===== src/rtl/gf180mcu_fd_sc_mcu7t5v0__invz_bus_arb_if.sv =====
// Bus bundle between the invz enable arbiter and the requesting drivers.
// The master side drives REQ; the slave side (the arbiter) drives the enables and status.
interface gf180mcu_fd_sc_mcu7t5v0__invz_bus_arb_if #(
    parameter int N = 4
);
    logic [N-1:0]         REQ;
    logic [N-1:0]         EN;
    logic [$clog2(N)-1:0] OWNER;
    logic                 BUSY;
    logic                 TURN;

    modport master (output REQ, input EN, OWNER, BUSY, TURN);
    modport slave  (input REQ, output EN, OWNER, BUSY, TURN);
endinterface


===== src/rtl/gf180mcu_fd_sc_mcu7t5v0__invz_bus_arb.sv =====
// Round-robin arbiter for a shared tri-state net: one-hot EN lines with
// break-before-make turnaround and a bounded hold time under contention.
module gf180mcu_fd_sc_mcu7t5v0__invz_bus_arb #(
    parameter int N        = 4,
    parameter int TA       = 1,
    parameter int HOLD_MAX = 8
) (
    input  logic CLK,
    input  logic RST,
    gf180mcu_fd_sc_mcu7t5v0__invz_bus_arb_if.slave bus
);
    localparam int OW = $clog2(N);

    typedef enum logic [1:0] {
        ST_IDLE  = 2'd0,
        ST_GRANT = 2'd1,
        ST_TURN  = 2'd2
    } state_t;

    state_t          state_q, state_d;
    logic [N-1:0]    en_q, en_d;
    logic [OW-1:0]   owner_q, owner_d;
    logic [OW-1:0]   ptr_q, ptr_d;
    logic [7:0]      hc_q, hc_d;
    logic [3:0]      tc_q, tc_d;
    logic            busy_q, busy_d;
    logic            turn_q, turn_d;

    logic [OW-1:0]   winner;
    logic [OW-1:0]   owner_next_idx;
    logic            any_req;
    logic            others_req;

    // First requester at or after ptr, scanning circularly; the lowest offset wins.
    function automatic logic [OW-1:0] pick_winner(input logic [N-1:0] req, input logic [OW-1:0] ptr);
        logic [OW:0] idx;
        pick_winner = ptr;
        for (int k = N - 1; k >= 0; k--) begin
            idx = {1'b0, ptr} + (OW+1)'(k);
            if (idx >= (OW+1)'(N)) begin
                idx = idx - (OW+1)'(N);
            end
            if (req[idx[OW-1:0]]) begin
                pick_winner = idx[OW-1:0];
            end
        end
    endfunction

    assign winner         = pick_winner(bus.REQ, ptr_q);
    assign any_req        = |bus.REQ;
    assign others_req     = |(bus.REQ & ~en_q);
    assign owner_next_idx = (owner_q == OW'(N - 1)) ? '0 : owner_q + OW'(1);

    always_comb begin
        state_d = state_q;
        en_d    = en_q;
        owner_d = owner_q;
        ptr_d   = ptr_q;
        hc_d    = hc_q;
        tc_d    = tc_q;
        turn_d  = turn_q;

        unique case (state_q)
            ST_IDLE: begin
                if (any_req) begin
                    state_d = ST_GRANT;
                    en_d    = {{(N-1){1'b0}}, 1'b1} << winner;
                    owner_d = winner;
                    hc_d    = 8'd1;
                end
            end
            ST_GRANT: begin
                if (!bus.REQ[owner_q] || (hc_q == 8'(HOLD_MAX) && others_req)) begin
                    state_d = ST_TURN;
                    en_d    = '0;
                    turn_d  = 1'b1;
                    tc_d    = 4'd1;
                    ptr_d   = owner_next_idx;
                end else if (hc_q != 8'(HOLD_MAX)) begin
                    hc_d = hc_q + 8'd1;
                end
            end
            ST_TURN: begin
                if (tc_q < 4'(TA)) begin
                    tc_d = tc_q + 4'd1;
                end else if (any_req) begin
                    // ptr already points past the previous owner, so it re-requests last.
                    state_d = ST_GRANT;
                    en_d    = {{(N-1){1'b0}}, 1'b1} << winner;
                    owner_d = winner;
                    hc_d    = 8'd1;
                    turn_d  = 1'b0;
                end else begin
                    state_d = ST_IDLE;
                    turn_d  = 1'b0;
                end
            end
            default: begin
                state_d = ST_IDLE;
                en_d    = '0;
                turn_d  = 1'b0;
            end
        endcase

        busy_d = |en_d;
    end

    always_ff @(posedge CLK) begin
        if (RST) begin
            state_q <= ST_IDLE;
            en_q    <= '0;
            owner_q <= '0;
            ptr_q   <= '0;
            hc_q    <= '0;
            tc_q    <= '0;
            busy_q  <= 1'b0;
            turn_q  <= 1'b0;
        end else begin
            state_q <= state_d;
            en_q    <= en_d;
            owner_q <= owner_d;
            ptr_q   <= ptr_d;
            hc_q    <= hc_d;
            tc_q    <= tc_d;
            busy_q  <= busy_d;
            turn_q  <= turn_d;
        end
    end

    assign bus.EN    = en_q;
    assign bus.OWNER = owner_q;
    assign bus.BUSY  = busy_q;
    assign bus.TURN  = turn_q;
endmodule


===== src/flat_wrapper.sv =====
// flat-port wrapper written by rule: the top's interface ports become plain ports
module gf180mcu_fd_sc_mcu7t5v0__invz_bus_arb_flat 
#(
    parameter int N        = 4,
    parameter int TA       = 1,
    parameter int HOLD_MAX = 8
)
  (CLK, RST, bus_REQ, bus_EN, bus_OWNER, bus_BUSY, bus_TURN);
  gf180mcu_fd_sc_mcu7t5v0__invz_bus_arb_if #(.N(N)) bus_i ();
  input  logic CLK;
  input  logic RST;
  input wire logic [$bits(bus_i.REQ)-1:0] bus_REQ;
  output wire logic [$bits(bus_i.EN)-1:0] bus_EN;
  output wire logic [$bits(bus_i.OWNER)-1:0] bus_OWNER;
  output wire logic [$bits(bus_i.BUSY)-1:0] bus_BUSY;
  output wire logic [$bits(bus_i.TURN)-1:0] bus_TURN;
  assign bus_i.REQ = bus_REQ;
  assign bus_EN = bus_i.EN;
  assign bus_OWNER = bus_i.OWNER;
  assign bus_BUSY = bus_i.BUSY;
  assign bus_TURN = bus_i.TURN;
  gf180mcu_fd_sc_mcu7t5v0__invz_bus_arb #(.N(N), .TA(TA), .HOLD_MAX(HOLD_MAX)) u_core (.CLK(CLK), .RST(RST), .bus(bus_i));
endmodule

===== config.mk =====
export PLATFORM = sky130hd
export DESIGN_NAME = gf180mcu_fd_sc_mcu7t5v0__invz_bus_arb_flat
export DESIGN_NICKNAME = d
export VERILOG_FILES = /design/src/rtl/gf180mcu_fd_sc_mcu7t5v0__invz_bus_arb_if.sv /design/src/rtl/gf180mcu_fd_sc_mcu7t5v0__invz_bus_arb.sv /design/src/flat_wrapper.sv
export SDC_FILE = /design/constraint.sdc
export NUM_CORES = 1
export LEC_CHECK = 0
export CAP_MARGIN = 20
export CORE_MARGIN = 3
export CORE_UTILIZATION = 48
export CTS_CLUSTER_DIAMETER = 80
export DETAILED_ROUTE_END_ITERATION = 8
export HOLD_SLACK_MARGIN = 0.03
export PLACE_DENSITY = 0.7
export SKIP_CTS_REPAIR_TIMING = 1
export SKIP_LAST_GASP = 1
export SYNTH_ARGS = -nofsm -noshare
export SYNTH_HDL_FRONTEND = slang
export SYNTH_SLANG_ARGS = --single-unit

===== constraint.sdc =====
create_clock -name CLK -period 2.3 [get_ports CLK]
set_clock_uncertainty 0.2 [all_clocks]
set_input_delay 0.46 -clock CLK [delete_from_list [all_inputs] [get_ports CLK]]
set_output_delay 0.46 -clock CLK [all_outputs]
set_load 0.01 [all_outputs]

==> results.toml <==
[worst_setup_path]
crit_buf_inv = 1
ff2ff_path_depth = 7
r2r_start = "u_core.hc_q[0]$_SDFFE_PP0P_"
critical_path_class = "input port to flop"
end_kind = "flop"
crit_arrival_ns = 2.17
crit_slowest_cell = "mux4_2"
cp-start-kind = "input port"
worstPathRequired_ns = 2.32
cp_max_fo = 6
slowest_delay_ns = 0.53
crit_chain = "clkdlybuf4s50_1, mux4_2, and2_1, o21ai_2, a21oi_1, a22o_1"
critPathTopFamily = "multiplexers"
r2r-end = "u_core.ptr_q[0]$_SDFFE_PP0P_"
reg2reg_slack_ns = 0.21

[sta]
hold_slack_ns = 0.281
hold_viol = 0
min_period_ns = 2.15
slew_viol_final = 0
worstMarginPinSlew_ns = 0.399
slew_headroom_pct = 73.4
rsz0062_at_grt = "false"
fmax_ghz = 0.464
post-route-period-util_pct = 93.6
setup_violations = 0

[logic_synthesis]
synth-compound-area-share_pct = 18.6
ys_warn_count = 0
synthMuxAreaShare_pct = 3.50
synth_edf_count = 0
synth.most_common_cell = "dfxtp_1"
avgSynthCellArea_um2 = 9.00
postSynthNetCount = 146
synthAdderAreaFrac_pct = 5.15
synth_cells = 135
syn_area_mm2 = 0.00121
ys_ff_latch = 24
synth_top_area_share_pct = 39.5
synth_top_family_by_area = "simple AND/OR/NAND/NOR gates"
synth.area.top_cells = "dfxtp_1, nor2_1, ha_1"
synth-seq-area-share_pct = 39.5
yosysTopAreaCell = "dfxtp_1"
synth_xor_area_share_pct = 3.60
yosysUniqueCellTypes = 42
ys.flop_type = "dfxtp_1"
synth-simple-area-share_pct = 26.5
synth_commonest_cells = "dfxtp_1, nor2_1, a21oi_1"
ys_async_sr_fraction_pct = 0

[route]
vias_per_cell = 5.67
firstDrtPassIters = 4
drtIter0Drc = 30
ant_nets = 0
routedWlPerCell_um = 14.5
drc = 0
dr_total_vias = 1060
wirelength_mm = 2.71

[global_routing]
grt_overflow = 0
antenna_found_initial = 0
grt_max_degree = 15
grt_pass1_vias = 1075
grt_pass1_wl_mm = 4.82
grt_usage_pct = 18.7

[clock_tree]
cts_root_buffer = "clkbuf_4"
cts.clk_slew.worst_paths_ns = 0.14
tritoncts = "done"
cts.sinks = 24
numCtsBuffers = 3
clk_path_buf_depth = 2
htreeDepth = 1
clk_latency_ns = 0.32

[finish]
syn_to_final_growth_pct = 23.2
antenna_cells = 0
fillers = 198
layout.nets = 171
fin_cells = 187
drive_gt1_share_pct = 12.6

[min_path]
holdPathStages = 1
holdPathEnd = "u_core.tc_q[3]$_SDFFE_PP0P_"
hold_path.class = "flop to flop"
min-delay-start = "u_core.tc_q[3]$_SDFFE_PP0P_"

[run_status]
outcome = "finished clean"

[power_and_ir_drop]
ir_drop_v = 0.000536
p_per_area_mw_per_mm2 = 682
p_leak_nw = 0.596

[die]
die_w_um = 56.3
rows = 17
initial_utilization_pct = 52.9
ioPinCount = 14
core_area_mm2 = 0.00230
die_area_mm2 = 0.00317
die_y_um = 56.3

[placement]
portBuffers = 13
hpwlAfterDp_mm = 2.08
dp_cells = 183
place.gp.congestion = 0.783

[job]
cap_viol_max_count = 0
[worst max-delay path by stage]
stage                                      from  slack [ns]  cells past startpoint                            to
5_1_grt                              bus_REQ[2]        0.05                      6   u_core.hc_q[7]$_SDFFE_PP0P_
2_1_floorplan  u_core.bus.OWNER[0]$_SDFFE_PP0P_        0.38                      5   u_core.bus.EN[0]$_SDFF_PP0_
6_report                             bus_REQ[2]        0.15                      6   u_core.bus.EN[2]$_SDFF_PP0_
3_5_place_dp                         bus_REQ[2]       -0.17                      6   u_core.bus.EN[0]$_SDFF_PP0_
3_3_place_gp                         bus_REQ[2]       -0.15                      5  u_core.ptr_q[0]$_SDFFE_PP0P_
4_1_cts                              bus_REQ[2]        0.17                      6   u_core.bus.EN[0]$_SDFF_PP0_
[layout by cell type, fill, tap and decap left out, drive strengths merged, types with 6 or more instances in the layout]
| master | count |
|---|---|
| dfxtp | 24 |
| nor2 | 17 |
| clkdlybuf4s50 | 13 |
| a21oi | 11 |
| buf | 10 |
| inv | 7 |
| nand2 | 7 |
| nand2b | 6 |
| nand3 | 6 |
[metrics by stage]
step	instance area, µm²	TNS [ns]	util [%]	setup slack, ns	total power, mW
after CTS	1500	0	65.1	0.175	1.03
after detailed placement	1440	-1.85	62.9	-0.174	0.721
after global routing	1500	0	65.1	0.0474	1.07
after floorplan	1210	0	-	0.381	0.618
after global placement	1440	-1.38	62.9	-0.153	0.714
final	1500	0	65.1	0.147	1.02
[per-layer routing]
metal,share of wire (%),vias up,global-route usage [%]
li1,-,539,-
met1,51,495,25.7
met2,44,20,29.2
met3,3.1,6,2.53
met4,2.1,0,8.14
met5,0,-,0
[where the power goes]
group / internal [mW] / leakage (nW) / switching [mW] / total (mW)
registers: 0.445 / 0.196 / 0.0308 / 0.476
logic: 0.121 / 0.372 / 0.118 / 0.239
clock network: 0.176 / 0.0279 / 0.129 / 0.305
[worst register-to-register path, delay by kind of cell, from the launching register on]
family,cells,cell delay (ns)
compound gates,2,0.39
fa+ha+maj,1,0.16
buf+inv,1,0.09
flops,1,0.39
simple gates,3,0.79
[state kept, by name, indices dropped and copies added, names as in the netlist]
name and count:
u_core.bus.BUSY 1, u_core.bus.EN 4, u_core.bus.OWNER 2, u_core.bus.TURN 1, u_core.hc_q 8, u_core.ptr_q 2
u_core.state_q 2, u_core.tc_q 4
[cell families after synthesis]
logic type      Yosys count
simple gates             56
compound gates           32
flops                    24
buf+inv                  10
xor+xnor                  5
fa+ha+maj                 5
mux                       3
[area by class of cell]
cell class / count / area [µm²] / share of cell area, %
multi-input cells: 101 / 697 / 46.6
flip-flops and latches: 24 / 480 / 32.1
repair buffers: 23 / 205 / 13.7
well taps: 28 / 35.0 / 2.34
clock inverters: 1 / 30.0 / 2.01
inverters: 7 / 26.3 / 1.76
clock buffers: 3 / 22.5 / 1.51
Power figures use the tool's default switching activity.
